--- src/rtl/rng_icdf_sampler_pkg.sv ---
// rng_icdf_sampler_pkg: FSM state encoding and elaboration-time helpers shared by the sampler.
package rng_icdf_sampler_pkg;

    typedef enum logic [2:0] {
        S_FIRST = 3'd0,
        S_EXT   = 3'd1,
        S_LOOK  = 3'd2,
        S_MAC   = 3'd3,
        S_PUSH  = 3'd4
    } state_t;

    function automatic int max2(input int a, input int b);
        if (a > b) begin
            return a;
        end else begin
            return b;
        end
    endfunction

endpackage

--- src/rtl/rng_out_fifo.sv ---
// rng_out_fifo: first-word fall-through sample FIFO, W bits x DEPTH entries (DEPTH a power of 2).
module rng_out_fifo #(
    parameter int W     = 16,
    parameter int DEPTH = 4
) (
    input  logic         clk,
    input  logic         rst,
    input  logic         push,
    input  logic [W-1:0] push_data,
    output logic         full,
    output logic         out_valid,
    input  logic         out_ready,
    output logic [W-1:0] out_data
);
    localparam int PW = $clog2(DEPTH);

    logic [W-1:0] mem_r [DEPTH];
    logic [PW:0]  wr_ptr_r;
    logic [PW:0]  rd_ptr_r;
    logic         empty_s;
    logic         pop_s;

    // The extra pointer bit separates full from empty when the indices match.
    assign empty_s   = (wr_ptr_r == rd_ptr_r);
    assign full      = (wr_ptr_r[PW] != rd_ptr_r[PW]) && (wr_ptr_r[PW-1:0] == rd_ptr_r[PW-1:0]);
    assign pop_s     = out_ready && !empty_s;
    assign out_valid = !empty_s;
    assign out_data  = empty_s ? {W{1'b0}} : mem_r[rd_ptr_r[PW-1:0]];

    // Storage and pointer update.
    always_ff @(posedge clk or posedge rst) begin
        if (rst) begin
            wr_ptr_r <= '0;
            rd_ptr_r <= '0;
            for (int i = 0; i < DEPTH; i++) begin
                mem_r[i] <= '0;
            end
        end else begin
            if (push && !full) begin
                mem_r[wr_ptr_r[PW-1:0]] <= push_data;
                wr_ptr_r                <= wr_ptr_r + {{PW{1'b0}}, 1'b1};
            end
            if (pop_s) begin
                rd_ptr_r <= rd_ptr_r + {{PW{1'b0}}, 1'b1};
            end
        end
    end

endmodule

--- src/rtl/rng_icdf_sampler.sv ---
// rng_icdf_sampler: multi-word octave count, piecewise-linear inverse CDF, buffered output.
// Optional macro RNG_SYMM_EN: negate the sample when the first word's symm bit is set.
module rng_icdf_sampler
    import rng_icdf_sampler_pkg::*;
#(
    parameter int    BX        = 16,
    parameter int    MANT_BW   = 8,
    parameter int    K         = 3,
    parameter int    BY        = 16,
    parameter int    G_OCT     = 10,
    parameter int    D_OCT     = 6,
    parameter int    OUT_DEPTH = 4,
    parameter string C0_FILE   = "c0.mem",
    parameter string C1_FILE   = "c1.mem"
) (
    input  logic          clk,
    input  logic          rst,
    input  logic          in_valid,
    output logic          in_ready,
    input  logic [BX-1:0] in_data,
    output logic          out_valid,
    input  logic          out_ready,
    output logic [BY-1:0] out_data,
    output logic          busy
);
    localparam int EXP_BW    = BX - 2 - MANT_BW;
    localparam int FRAC_BW   = MANT_BW - K;
    localparam int ACC_W     = $clog2(max2(G_OCT, D_OCT) + EXP_BW) + 1;
    localparam int SEC_W     = $clog2(G_OCT + D_OCT + 2);
    localparam int ADDR_W    = SEC_W + K;
    localparam int ROM_DEPTH = (G_OCT + D_OCT + 2) * (2 ** K);
    localparam logic [ACC_W-1:0] G_MAX = ACC_W'(G_OCT);
    localparam logic [ACC_W-1:0] D_MAX = ACC_W'(D_OCT);

    logic [BY-1:0] c0_rom [ROM_DEPTH];
    logic [BY-1:0] c1_rom [ROM_DEPTH];

    function automatic logic [ACC_W-1:0] clz_field(input logic [EXP_BW-1:0] field);
        logic [ACC_W-1:0] count;
        logic             found;
        count = {ACC_W{1'b0}};
        found = 1'b0;
        for (int i = EXP_BW - 1; i >= 0; i--) begin
            if (!found && !field[i]) begin
                count = count + {{(ACC_W-1){1'b0}}, 1'b1};
            end else begin
                found = 1'b1;
            end
        end
        return count;
    endfunction

    state_t               state_r;
    state_t               state_nx_s;
    logic                 part_r;
    logic [MANT_BW-1:0]   mant_r;
    logic [ACC_W-1:0]     acc_r;
    logic [ACC_W-1:0]     max_r;
    logic [ACC_W-1:0]     oct_r;
    logic [BY-1:0]        c0_r;
    logic [BY-1:0]        c1_r;
    logic [BY-1:0]        y_r;
    logic                 symm_s;
    logic                 xfer_s;
    logic                 done_s;
    logic                 push_s;
    logic                 fifo_full_s;
    logic [EXP_BW-1:0]    field_s;
    logic [ACC_W-1:0]     acc_new_s;
    logic [ACC_W-1:0]     max_new_s;
    logic [ACC_W-1:0]     oct_new_s;
    logic [SEC_W-1:0]     section_s;
    logic [ADDR_W-1:0]    addr_s;
    logic [BY+FRAC_BW-1:0] prod_s;
    logic [BY-1:0]        y_s;
    logic [BY-1:0]        sample_s;

    assign in_ready = (state_r == S_FIRST) || (state_r == S_EXT);
    assign busy     = (state_r != S_FIRST);
    assign xfer_s   = in_valid && in_ready;
    assign push_s   = (state_r == S_PUSH) && !fifo_full_s;

    // Octave accumulation: the first word restarts the count, extension words add to it.
    always_comb begin
        field_s = in_data[BX-3:MANT_BW];
        if (state_r == S_FIRST) begin
            acc_new_s = clz_field(field_s);
            max_new_s = in_data[BX-2] ? D_MAX : G_MAX;
        end else begin
            acc_new_s = acc_r + clz_field(field_s);
            max_new_s = max_r;
        end
        done_s = (field_s != {EXP_BW{1'b0}}) || (acc_new_s >= max_new_s);
        if (acc_new_s >= max_new_s) begin
            oct_new_s = max_new_s;
        end else begin
            oct_new_s = acc_new_s;
        end
    end

    // ROM address: part=1 sections sit after the G_OCT+1 part=0 sections.
    always_comb begin
        if (part_r) begin
            section_s = SEC_W'(G_OCT + 1) + SEC_W'(oct_r);
        end else begin
            section_s = SEC_W'(oct_r);
        end
        addr_s = {section_s, mant_r[MANT_BW-1 -: K]};
    end

    // Linear segment evaluation with a full-width product before the shift.
    always_comb begin
        prod_s = {{FRAC_BW{1'b0}}, c1_r} * {{BY{1'b0}}, mant_r[FRAC_BW-1:0]};
        y_s    = c0_r + prod_s[BY+FRAC_BW-1:FRAC_BW];
        if (symm_s) begin
            sample_s = ~y_s + {{(BY-1){1'b0}}, 1'b1};
        end else begin
            sample_s = y_s;
        end
    end

`ifdef RNG_SYMM_EN
    logic symm_r;

    // Sign of the sample comes from the first word of each sample.
    always_ff @(posedge clk or posedge rst) begin
        if (rst) begin
            symm_r <= 1'b0;
        end else if (xfer_s && (state_r == S_FIRST)) begin
            symm_r <= in_data[BX-1];
        end
    end

    assign symm_s = symm_r;
`else
    logic unused_symm_s;

    assign unused_symm_s = in_data[BX-1];
    assign symm_s        = 1'b0;
`endif

    // Next-state decode.
    always_comb begin
        state_nx_s = state_r;
        case (state_r)
            S_FIRST, S_EXT: begin
                if (xfer_s && done_s) begin
                    state_nx_s = S_LOOK;
                end else if (xfer_s) begin
                    state_nx_s = S_EXT;
                end else begin
                    state_nx_s = state_r;
                end
            end
            S_LOOK:  state_nx_s = S_MAC;
            S_MAC:   state_nx_s = S_PUSH;
            S_PUSH: begin
                if (!fifo_full_s) begin
                    state_nx_s = S_FIRST;
                end else begin
                    state_nx_s = S_PUSH;
                end
            end
            default: state_nx_s = S_FIRST;
        endcase
    end

    // State, sample context, ROM read and result registers.
    always_ff @(posedge clk or posedge rst) begin
        if (rst) begin
            state_r <= S_FIRST;
            part_r  <= 1'b0;
            mant_r  <= '0;
            acc_r   <= '0;
            max_r   <= '0;
            oct_r   <= '0;
            c0_r    <= '0;
            c1_r    <= '0;
            y_r     <= '0;
        end else begin
            state_r <= state_nx_s;
            if (xfer_s) begin
                acc_r <= acc_new_s;
                oct_r <= oct_new_s;
                if (state_r == S_FIRST) begin
                    part_r <= in_data[BX-2];
                    mant_r <= in_data[MANT_BW-1:0];
                    max_r  <= max_new_s;
                end
            end
            if (state_r == S_LOOK) begin
                c0_r <= c0_rom[addr_s];
                c1_r <= c1_rom[addr_s];
            end
            if (state_r == S_MAC) begin
                y_r <= sample_s;
            end
        end
    end

    rng_out_fifo #(
        .W     (BY),
        .DEPTH (OUT_DEPTH)
    ) u_out_fifo (
        .clk       (clk),
        .rst       (rst),
        .push      (push_s),
        .push_data (y_r),
        .full      (fifo_full_s),
        .out_valid (out_valid),
        .out_ready (out_ready),
        .out_data  (out_data)
    );

endmodule

--- config.mk ---
export PLATFORM = sky130hd
export DESIGN_NAME = rng_icdf_sampler
export DESIGN_NICKNAME = d
export VERILOG_FILES = /design/src/rtl/rng_icdf_sampler_pkg.sv /design/src/rtl/rng_out_fifo.sv /design/src/rtl/rng_icdf_sampler.sv
export SDC_FILE = /design/constraint.sdc
export NUM_CORES = 1
export LEC_CHECK = 0
export ABC_AREA = 1
export ABC_CLOCK_PERIOD_IN_PS = 2600
export BUFFER_PORTS_ARGS = -buffer_cell sky130_fd_sc_hd__buf_2
export CAP_MARGIN = 10
export CORE_ASPECT_RATIO = 0.7
export CORE_MARGIN = 1
export CORE_UTILIZATION = 35
export CTS_CLUSTER_SIZE = 40
export DETAILED_ROUTE_END_ITERATION = 10
export GPL_TIMING_DRIVEN = 0
export SLEW_MARGIN = 20
export SYNTH_ARGS = -nofsm -noshare
export SYNTH_HDL_FRONTEND = slang
export SYNTH_MEMORY_MAX_BITS = 65536
export SYNTH_SLANG_ARGS = --single-unit
--- constraint.sdc ---
create_clock -name clk -period 2.6 [get_ports clk]
set_clock_uncertainty 0.1 [all_clocks]
set_input_delay 0.26 -clock clk [delete_from_list [all_inputs] [get_ports clk]]
set_output_delay 0.26 -clock clk [all_outputs]
set_load 0.02 [all_outputs]
---- After elaboration in Yosys (flattened, before gate mapping) ----
Index checks and enable logic that the tools add are counted.
storage, ports and cells
  register bits ........................... 139
  input bits .............................. 20
  output and inout port bits .............. 19
  logic and storage cells ................. 138
cells by class
  add/sub/neg operators ................... 14
  multipliers ............................. 1
  magnitude comparators ................... 4
  eq/ne operators ......................... 8
  mux-type cells .......................... 55
  bitwise logic cells ..................... 2
  reductions and logical operators ........ 41
operator list
  kind                                                                    count
  5-bit two-way mux                                                       23
  64-bit bitwise mux                                                      1
  16-bit two-way mux                                                      4
  5-bit by 1-bit adder with 5-bit output (second input constant)          10
  16-bit binary-select mux with 2-bit select                              1
  16-bit demux with 2-bit select                                          1
  16-bit by 5-bit multiplier with 21-bit output                           1
  1-bit two-way mux                                                       20
  1-bit logical AND                                                       17
  1-bit zero test                                                         17
  16-bit adder                                                            1
  3-bit one-hot mux with 4 select lines                                   1
  3-bit two-way mux                                                       3
  3-bit by 1-bit adder with 3-bit output (second input constant)          2
  3-bit by 2-bit equality test with 1-bit output (second input constant)  2
  3-bit greater-or-equal comparator (second input constant)               2
  2-bit NOT with 3-bit output                                             2
  6-bit nonzero test                                                      1
  5-bit adder                                                             1
  5-bit greater-or-equal comparator                                       1
  4-bit two-way mux                                                       1
  3-bit by 1-bit equality test with 1-bit output (second input constant)  1
  3-bit equality test                                                     1
  3-bit equality test (second input constant)                             1
  9 further kinds                                                         10

---- Longest topological paths before layout ----
Gate-level depths: netlist of run 1.
  word-level depth ........................ 29
  mapped depth ............................ 28
  mapped depth without buffers ............ 28

---- Hierarchy ----
A second synthesis of run 1 with hierarchy kept.
second synthesis, totals
  cells, all modules ...................... 616
  area, all modules ....................... 4743.3 µm²
by module, submodules not included
  module            times used  cells an instance  area each (µm²)  seq. area each (µm²)
  rng_out_fifo      1           463                3618.5           1751.7
  rng_icdf_sampler  1           153                1124.8           325.3

---- Least setup slack after synthesis of run 1 ----
Ideal clock, no wire load.
  path kind ............................... input port to flip-flop
  start ................................... input in_data[12]
  end ..................................... register state_r[0]
  setup time .............................. 0.066 ns
  arrival time ............................ 3.004 ns
  slack ................................... -0.569 ns
  stages on the path ...................... 22
  cell sequence ........................... inv_1 a21oi_1 ha_1 inv_1 a21oi_1 ha_1 inv_1 o21a_1 fa_1 o21ai_0 nor2_1 nand3b_1 inv_1 ha_1 a21o_1 nor2_1 nand2_1 nand2_1 nand2_1 nand2_1 nand2_1 nand2_1
between the ends
  word-level cells in the longest chain between the ends .. 27
ends and longest elaborated chain
  item                                                                                             RTL line                 text
  start, declared                                                                                  rng_icdf_sampler.sv:20   input logic [BX-1:0] in_data,
  1-bit zero test (*)                                                                              rng_icdf_sampler.sv:44   if (!found && !field[i]) begin
  parallel branches: the longest is 20 deep, another holds 5-bit by 1-bit adder with 5-bit output  n/a
  5-bit two-way mux (*)                                                                            rng_icdf_sampler.sv:86   if (state_r == S_FIRST) begin
  named net acc_new_s[4]                                                                           rng_icdf_sampler.sv:69   logic [ACC_W-1:0] acc_new_s;
  5-bit greater-or-equal comparator (*)                                                            n/a
  1-bit logical OR (*)                                                                             rng_icdf_sampler.sv:93   done_s = (field_s != {EXP_BW{1'b0}}) || (acc_new_s >= max_new_s);
  1-bit logical AND (*)                                                                            rng_icdf_sampler.sv:147  if (xfer_s && done_s) begin
  3-bit two-way mux                                                                                rng_icdf_sampler.sv:147
  3-bit one-hot mux with 4 select lines                                                            rng_icdf_sampler.sv:145  case (state_r)
  end signal, assigned                                                                             rng_icdf_sampler.sv:181  state_r <= state_nx_s;
  end, declared                                                                                    rng_icdf_sampler.sv:53   state_t state_r;
Mark *: on every way through the listed nets, which the timed path passes. The select of a mux whose other input is x is not followed.
A chain may end at the register's enable or synchronous reset.

---- Final worst setup path of run 1 ----
Same ends and word-level chain as after synthesis.

==> results of run 1 <==
per-stage QoR:
step | hold slack, ns | cell area (um2) | util [%]
after CTS | 0.05628 | 1949 | 48.24
final | 0.02090 | 1986 | 49.13
after global routing | 0.1003 | 1986 | 49.13
after floorplan | 0.1111 | 1620 | -
after global placement | 0.3181 | 1750 | 43.31
after detailed placement | 0.3353 | 1750 | 43.31
state kept, by name (all words and copies together), names as in the netlist:
name and count:
acc_r 5, max_r 5, state_r 3, u_out_fifo.rd_ptr_r 3, u_out_fifo.wr_ptr_r 3
cells by family (layout without fill, tap and decap cells):
logic type      after synthesis  in the layout
compound gates               23             23
xor+xnor                      8              8
fa+ha+maj                    14             14
buf+inv                      48             79
flops                        19             19
other cells                   1             16
simple gates                 87             87
power groups by stage:
stage	registers [mW]	clock network, mW	logic (mW)
global placement	0.519	0	1.01
CTS	0.521	0.211	1.18
floorplan	0.499	0	0.822
detailed placement	0.525	0	1.01
finish	0.519	0.205	1.15
global route	0.539	0.223	1.32
final timing paths:
path / start / to / slack (ns) / depth (start not counted)
min in group clk: out_ready / u_out_fifo.rd_ptr_r[1]$_DFFE_PP0P_ / 0.14 / 3
max: in_data[12] / state_r[0]$_DFFE_PP0P_ / -0.44 / 24
max reg2reg: acc_r[0]$_DFFE_PP0P_ / state_r[0]$_DFFE_PP0P_ / 0.03 / 17
min reg2reg: max_r[1]$_DFFE_PP0P_ / max_r[1]$_DFFE_PP0P_ / 0.37 / 1
max in group asynchronous: rst / acc_r[3]$_DFFE_PP0P_ / 1.92 / 2
min: rst / u_out_fifo.rd_ptr_r[1]$_DFFE_PP0P_ / 0.02 / 2
cell usage in the layout, fill, tap and decap left out, drive strengths merged, types with 6 or more instances in the layout:
master	count
nand2	54
buf	44
inv	31
dfrtp	19
conb	16
nor2	15
nand3	13
ha	13
o21ai	12
xnor2	6
layer usage:
metal	track usage [%]	vias up
met5	0	-
met4	3.316	0
met3	2.880	2
met2	20.94	29
met1	20.60	572
li1	-	685
timing repair:
item                       CTS  global route
pin swaps                   15            17
setup endpoints to repair    2             3
hold buffers                 0             0
setup buffers               13             6
gates resized for setup     14             7
layout make-up:
cell class / instances / area, um2
clock buffer: 4 / 45.04
fill: 407 / 2056
timing repair buffer: 27 / 200.2
inverter: 31 / 123.9
multi-input combinational: 148 / 948.4
buffer: 17 / 127.6
sequential: 19 / 475.5
tap: 52 / 65.06
==> results.md, run 1 <==
- Setup_tns: -0.8593 ns
- Peak VDD IR: 541.3 uV
- Net Switching: 846.5 uW
- Cell Rows: 19
- Port buffer count: 13
- Antenna cell count: 0
- Met2 wire len: 1.330 mm
- Core ar.: 4041 um2
- DR WL/cell: 10.11 um
- Clk sinks: 19
- H-tree levels: 1
- Clock share of power: 10.9%
- Max_cap viols: 0
- # placed instances: 280
- Slew headroom: 51.08%
- Number of vias per cell: 4.322
- Reg clk slew, reported paths: 0.07 ns
- Clk buf depth: 2
- Simple-Gate Fraction of Synth Area: 27.18%
- Die X: 80.74 um
- Routed met3 length: 129 um
- Post-synthesis adder-cell area fraction: 12.03%
- Post-synth cell types: 28
- Worst EP arrival: 3.13 ns
- Synth top area share: 31.30%
- Share of layout cells above drive strength 1: 31.30%
- Slew Limit Fails: 0
- Vias in the first global route: 1,084
- Post-synth EDFFs: 0
- Pin count of the biggest net entering global routing: 20
- Slowest cell on the critical path: fa_2
- Worst setup path class: in -> reg
- Leak pwr: 1.057 nW
- Peak Freq: 329.0 MHz
- Synth cell count leaders: nand2_1 (50), inv_1 (31), dfrtp_1 (19)
- Int Power: 1.027 mW
- Die extent in y: 57.12 um
- Mapped Avg Cell Area: 7.595 um2
- Final Hold Viols: 0
- Register area share after synthesis: 31.30%
- HP Class: in -> async
- Final worst-path cycle share: 116.9%
- Fin crit period: 3.040 ns
- Register bit total from synthesis: 19
- Clk root buf: clkbuf_8
- Starting Density: 37.59%
- Yosys top cell by area: dfrtp_1
- Synthesized area: 1519 um2
- Antenna-violating nets left: 0
- M1 WL: 1.529 mm
- Setup WS pre-CTS: -0.7738 ns
- I/O pins: 39
- Worst-margin pin slew: 0.7330 ns
- Final Worst Setup Slack: -0.4398 ns
- First-pass GRT wire length: 4.871 mm
- CP Capture Type: register
- Power per Cell Area: 943.4 nW/um2
- Worst Path Buf+Inv: 6
- Synth async-reset ratio: 100.0%
- Ranking of synthesized cells by area: dfrtp_1 (31%), nand2_1 (12%), ha_1 (11%), buf_4 (8.4%), inv_1 (7.7%)
- Overall power: 1.873 mW
- Inserted Clock Buffers: 3
- Nets: 281
- Most common cell in the netlist: nand2_1
- Die area: 4611 um2
- Setup Viol. Count Final: 2
- Synthesized instance count: 200
- Initial antenna violation count: 0
- Post-synthesis xor/xnor area fraction: 4.613%
- Worst-skew pair later-pin latency: 0.25 ns
- Post-route insts no fill: 298
- DR iter-0 viols: 59
- Detail Placement HPWL: 2.166 mm
- P&R area growth vs syn: 30.72%
- CTS tree: done
- Status: complete, but fails checks
- CP most frequent cell: nand2_1
- GRT Util Overall: 13.98%
- Residual DRC count: 0
- Crit path max-delay family: adder cells
- RD Place Congestion: 0.7328
- DR pass1 iterations: 6
- Max Fanout on Critical Path: 2
- Failing checks: setup timing
- CP max stage delay: 0.36 ns
- Crit path launch type: input port
- Routed WL: 3.012 mm
- Worst EP required: 2.69 ns
- Synth warnings: 0
- Mux cell area share after synthesis: 0%
- Largest family of logic cells by synthesized area: simple AND/OR/NAND/NOR gates
- Crit-path cells: buf_8 > inv_6 > a21oi_4 > ha_4 > inv_4 > a21oi_4 > ha_4 > inv_2 > o21a_1 > fa_2 > buf_4 > o21ai_2 > nor2_1 > nand3b_1 > inv_2 > ha_4 > a21o_1 > nor2_1 > nand2_1 > nand2_2 > nand2_1 > nand2_1 > nand2_1 > nand2_1
- Vias: 1,288
- Post-synth top flop: dfrtp_1
- Logic gate share of total power: 61.4%
- Switching Share: 45.19%
- Top layer used by detailed routing: met4
- Unrepaired setup endpoints after global routing: true
- Sequential share of power: 27.7%
- Synth Area in Compound Gates: 8.567%
- Overflow after GRT: 0
No activity file was read; power rests on OpenSTA's default activity.
==> run 2: changes to the inputs <==
Settings changed: ABC_CLOCK_PERIOD_IN_PS 2600 to 2560, TNS_END_PERCENT set to 5.
Clock period 2.6 ns to 2.56 ns, I/O delays scaled along.
==> run 2 against run 1 <==
Effect of this change:
- the flow still finishes with violations (setup timing)
- global-route usage decreased by 0.60 points
- largest cell class unchanged
- clock power increased by 6%
- die area unchanged
- wire length increased by 0.90%
- count of clock-buffer cells in the layout decreased by 1
- critical path depth unchanged
- final area increased by 1.4%
- sequential cell count unchanged
==> results.md, run 2 (synthesis gave the netlist of run 1 again) <==
- Peak VDD IR: 672.3 uV (+24%)
- DR pass1 iterations: 4 (-2)
- CP most frequent cell: nand2_1
- DR iter-0 viols: 50 (-15%)
- Clk buf depth: 2 (unchanged)
- Worst-skew pair later-pin latency: 0.26 ns (about the same)
- Core ar.: 4041 um2 (unchanged)
- Slew headroom: 51.53% (+0.46 points)
- CTS tree: done
- CP Capture Type: register
- Pin count of the biggest net entering global routing: 20 (unchanged)
- R2R depth: 18 (+1)
- Starting Density: 37.59% (unchanged)
- Detail Placement HPWL: 2.118 mm (-2.2%)
- Slew Limit Fails: 0 (unchanged)
- First-pass GRT wire length: 4.705 mm (-3.4%)
- Residual DRC count: 0 (unchanged)
- Setup Viol. Count Final: 3 (+1)
- Crit path launch type: input port
- H-tree levels: 1 (unchanged)
- Clk sinks: 19 (unchanged)
- Power per Cell Area: 992.5 nW/um2 (+5.2%)
- Routed WL: 3.039 mm (+0.90%)
- CP max stage delay: 0.37 ns (about the same)
- Most frequent cells in the layout: nand2_1 (46), buf_4 (34), inv_1 (25)
- Status: complete, but fails checks
- Final hold slack: 0.003599 ns (-0.01730 ns)
- Nets: 284 (+1.1%)
- Port buffer count: 13 (unchanged)
- Overflow after GRT: 0 (unchanged)
- Worst-margin pin slew: 0.7262 ns (-0.006836 ns)
- Worst setup path endpoint: state_r[0]$_DFFE_PP0P_
- Cell Rows: 19 (unchanged)
- Worst Path Buf+Inv: 4 (-2)
- Antenna-violating nets left: 0 (unchanged)
- Leak pwr: 1.072 nW (+1.4%)
- Final Hold Viols: 0 (unchanged)
- Crit path max-delay family: adder cells
- Reg2reg end: state_r[0]$_DFFE_PP0P_
- Die area: 4611 um2 (unchanged)
- Crit-path cells: buf_8 > a21oi_4 > ha_4 > inv_2 > a21oi_4 > ha_4 > inv_2 > o21a_1 > fa_2 > xor2_1 > nand2_1 > a21boi_2 > ha_1 > nand2_1 > inv_1 > nand2_1 > nand2_1 > nand2_1 > nand2_2 > nand2_2 > nand2_1 > nand2_1 > nand2_1 > nand2_1
- Vias in the first global route: 1,022 (-5.7%)
- Worst EP arrival: 3.02 ns (-0.11 ns)
- Peak Freq: 338.2 MHz
- Slowest cell on the critical path: fa_2
- P&R area growth vs syn: 32.62%
- Failing checks: setup timing
- HP Class: in -> async
- Top flop regs: acc_r x5, max_r x5
- Fin crit period: 2.957 ns
- Reg clk slew, reported paths: 0.08 ns (about the same)
- CP Depth: 24 (unchanged)
- Worst EP required: 2.62 ns (-0.07 ns)
- Final worst-path cycle share: 115.5%
- Initial antenna violation count: 0 (unchanged)
- Vias: 1,272 (-1.2%)
- Max_cap viols: 0 (unchanged)
- Inserted Clock Buffers: 3 (unchanged)
- Max Fanout on Critical Path: 2 (unchanged)
- Worst Setup SP: in_data[11]
- Commonest non-fill, non-tap cell in the layout: nand2_1
- RD Place Congestion: 0.7423 (+1.3%)
- Setup WS pre-CTS: -0.7641 ns (+0.009639 ns)
- Final Worst Setup Slack: -0.3969 ns (+0.04288 ns)
- Die X: 80.74 um (unchanged)
- Clk root buf: clkbuf_8
- Share of layout cells above drive strength 1: 33.33% (+2.0 points)
- Die extent in y: 57.12 um (unchanged)
- Unrepaired setup endpoints after global routing: true
- R2R Path Start: acc_r[0]$_DFFE_PP0P_
- I/O pins: 39 (unchanged)
- Antenna cell count: 0 (unchanged)
- Overall power: 1.999 mW (+6.7%)
- GRT Util Overall: 13.38% (-0.60 points)
- Worst setup path class: in -> reg
- Reg2reg setup slack: 0.05 ns (+0.02 ns)
- DR WL/cell: 10.10 um (-0.11%)
- Number of vias per cell: 4.226 (-2.2%)
run 2: cell count changes in the layout (fill, tap and decap cells not counted), sizes merged:
| cell | previous run | this run |
|---|---|---|
| buf | 44 | 47 |
| clkbuf | 4 | 3 |
| clkinvlp | 0 | 1 |
run 2: layout make-up:
type                    count  area [um2]
fillers                   382        2027
multi-input cells         148       959.7
flip-flops and latches     19       475.5
repair buffers             30       219.0
plain buffers              17       127.6
inverters                  31       118.9
well taps                  52       65.06
clock buffers               3       41.29
clock inverters             1       7.507
run 2: per-stage QoR:
step / utilization, % / TNS, ns / instances / area, um2
after floorplan: - / -0.6923 / 215 / 1620
after global placement: 43.31 / -1.469 / 280 / 1750
after detailed placement: 43.31 / -1.506 / 280 / 1750
after CTS: 48.08 / -1.126 / 297 / 1943
after global routing: 49.85 / -1.569 / 301 / 2014
final: 49.85 / -1.137 / 301 / 2014
run 2: worst min-delay path by stage:
stage / depth (start not counted) / slack (ns) / end
final: 2 / 0.004 / u_out_fifo.wr_ptr_r[2]$_DFFE_PP0P_
after global routing: 2 / 0.07 / state_r[2]$_DFFE_PP0P_
after CTS: 2 / 0.04 / u_out_fifo.wr_ptr_r[0]$_DFFE_PP0P_
after detailed placement: 2 / 0.33 / u_out_fifo.rd_ptr_r[2]$_DFFE_PP0P_
after global placement: 2 / 0.32 / u_out_fifo.rd_ptr_r[1]$_DFFE_PP0P_
after floorplan: 1 / 0.11 / acc_r[0]$_DFFE_PP0P_
run 2: power by group:
part           switching (mW)  internal (mW)  leakage (nW)
sequential              0.101          0.421         0.236
clock                   0.107          0.110        0.0217
combinational           0.686          0.575         0.814
total                   0.894           1.11          1.07
run 2: worst register-to-register path, cell delays in order, from the launching register on:
cell and delay [ns]:
dfrtp_1 0.37, ha_1 0.21, inv_1 0.07, fa_2 0.38, xor2_1 0.16, nand2_1 0.08, a21boi_2 0.17, ha_1 0.29
nand2_1 0.05, inv_1 0.04, nand2_1 0.04, nand2_1 0.06, nand2_1 0.06, nand2_2 0.08, nand2_2 0.05, nand2_1 0.06
nand2_1 0.04, nand2_1 0.05, nand2_1 0.04
run 2: repair_timing:
item | CTS | global route
pin swaps | 14 | 21
gates resized for setup | 13 | 10
hold buffers | 0 | 0
setup endpoints to repair | 2 | 3
buffers inserted | 13 | 4
run 2: per-layer routing:
layer,up-vias,share of wire (%),global-route usage (%)
met5,-,0,0
met4,0,0,2.296
met3,0,3.3,2.880
met2,21,43,19.01
met1,558,54,20.82
li1,693,-,-
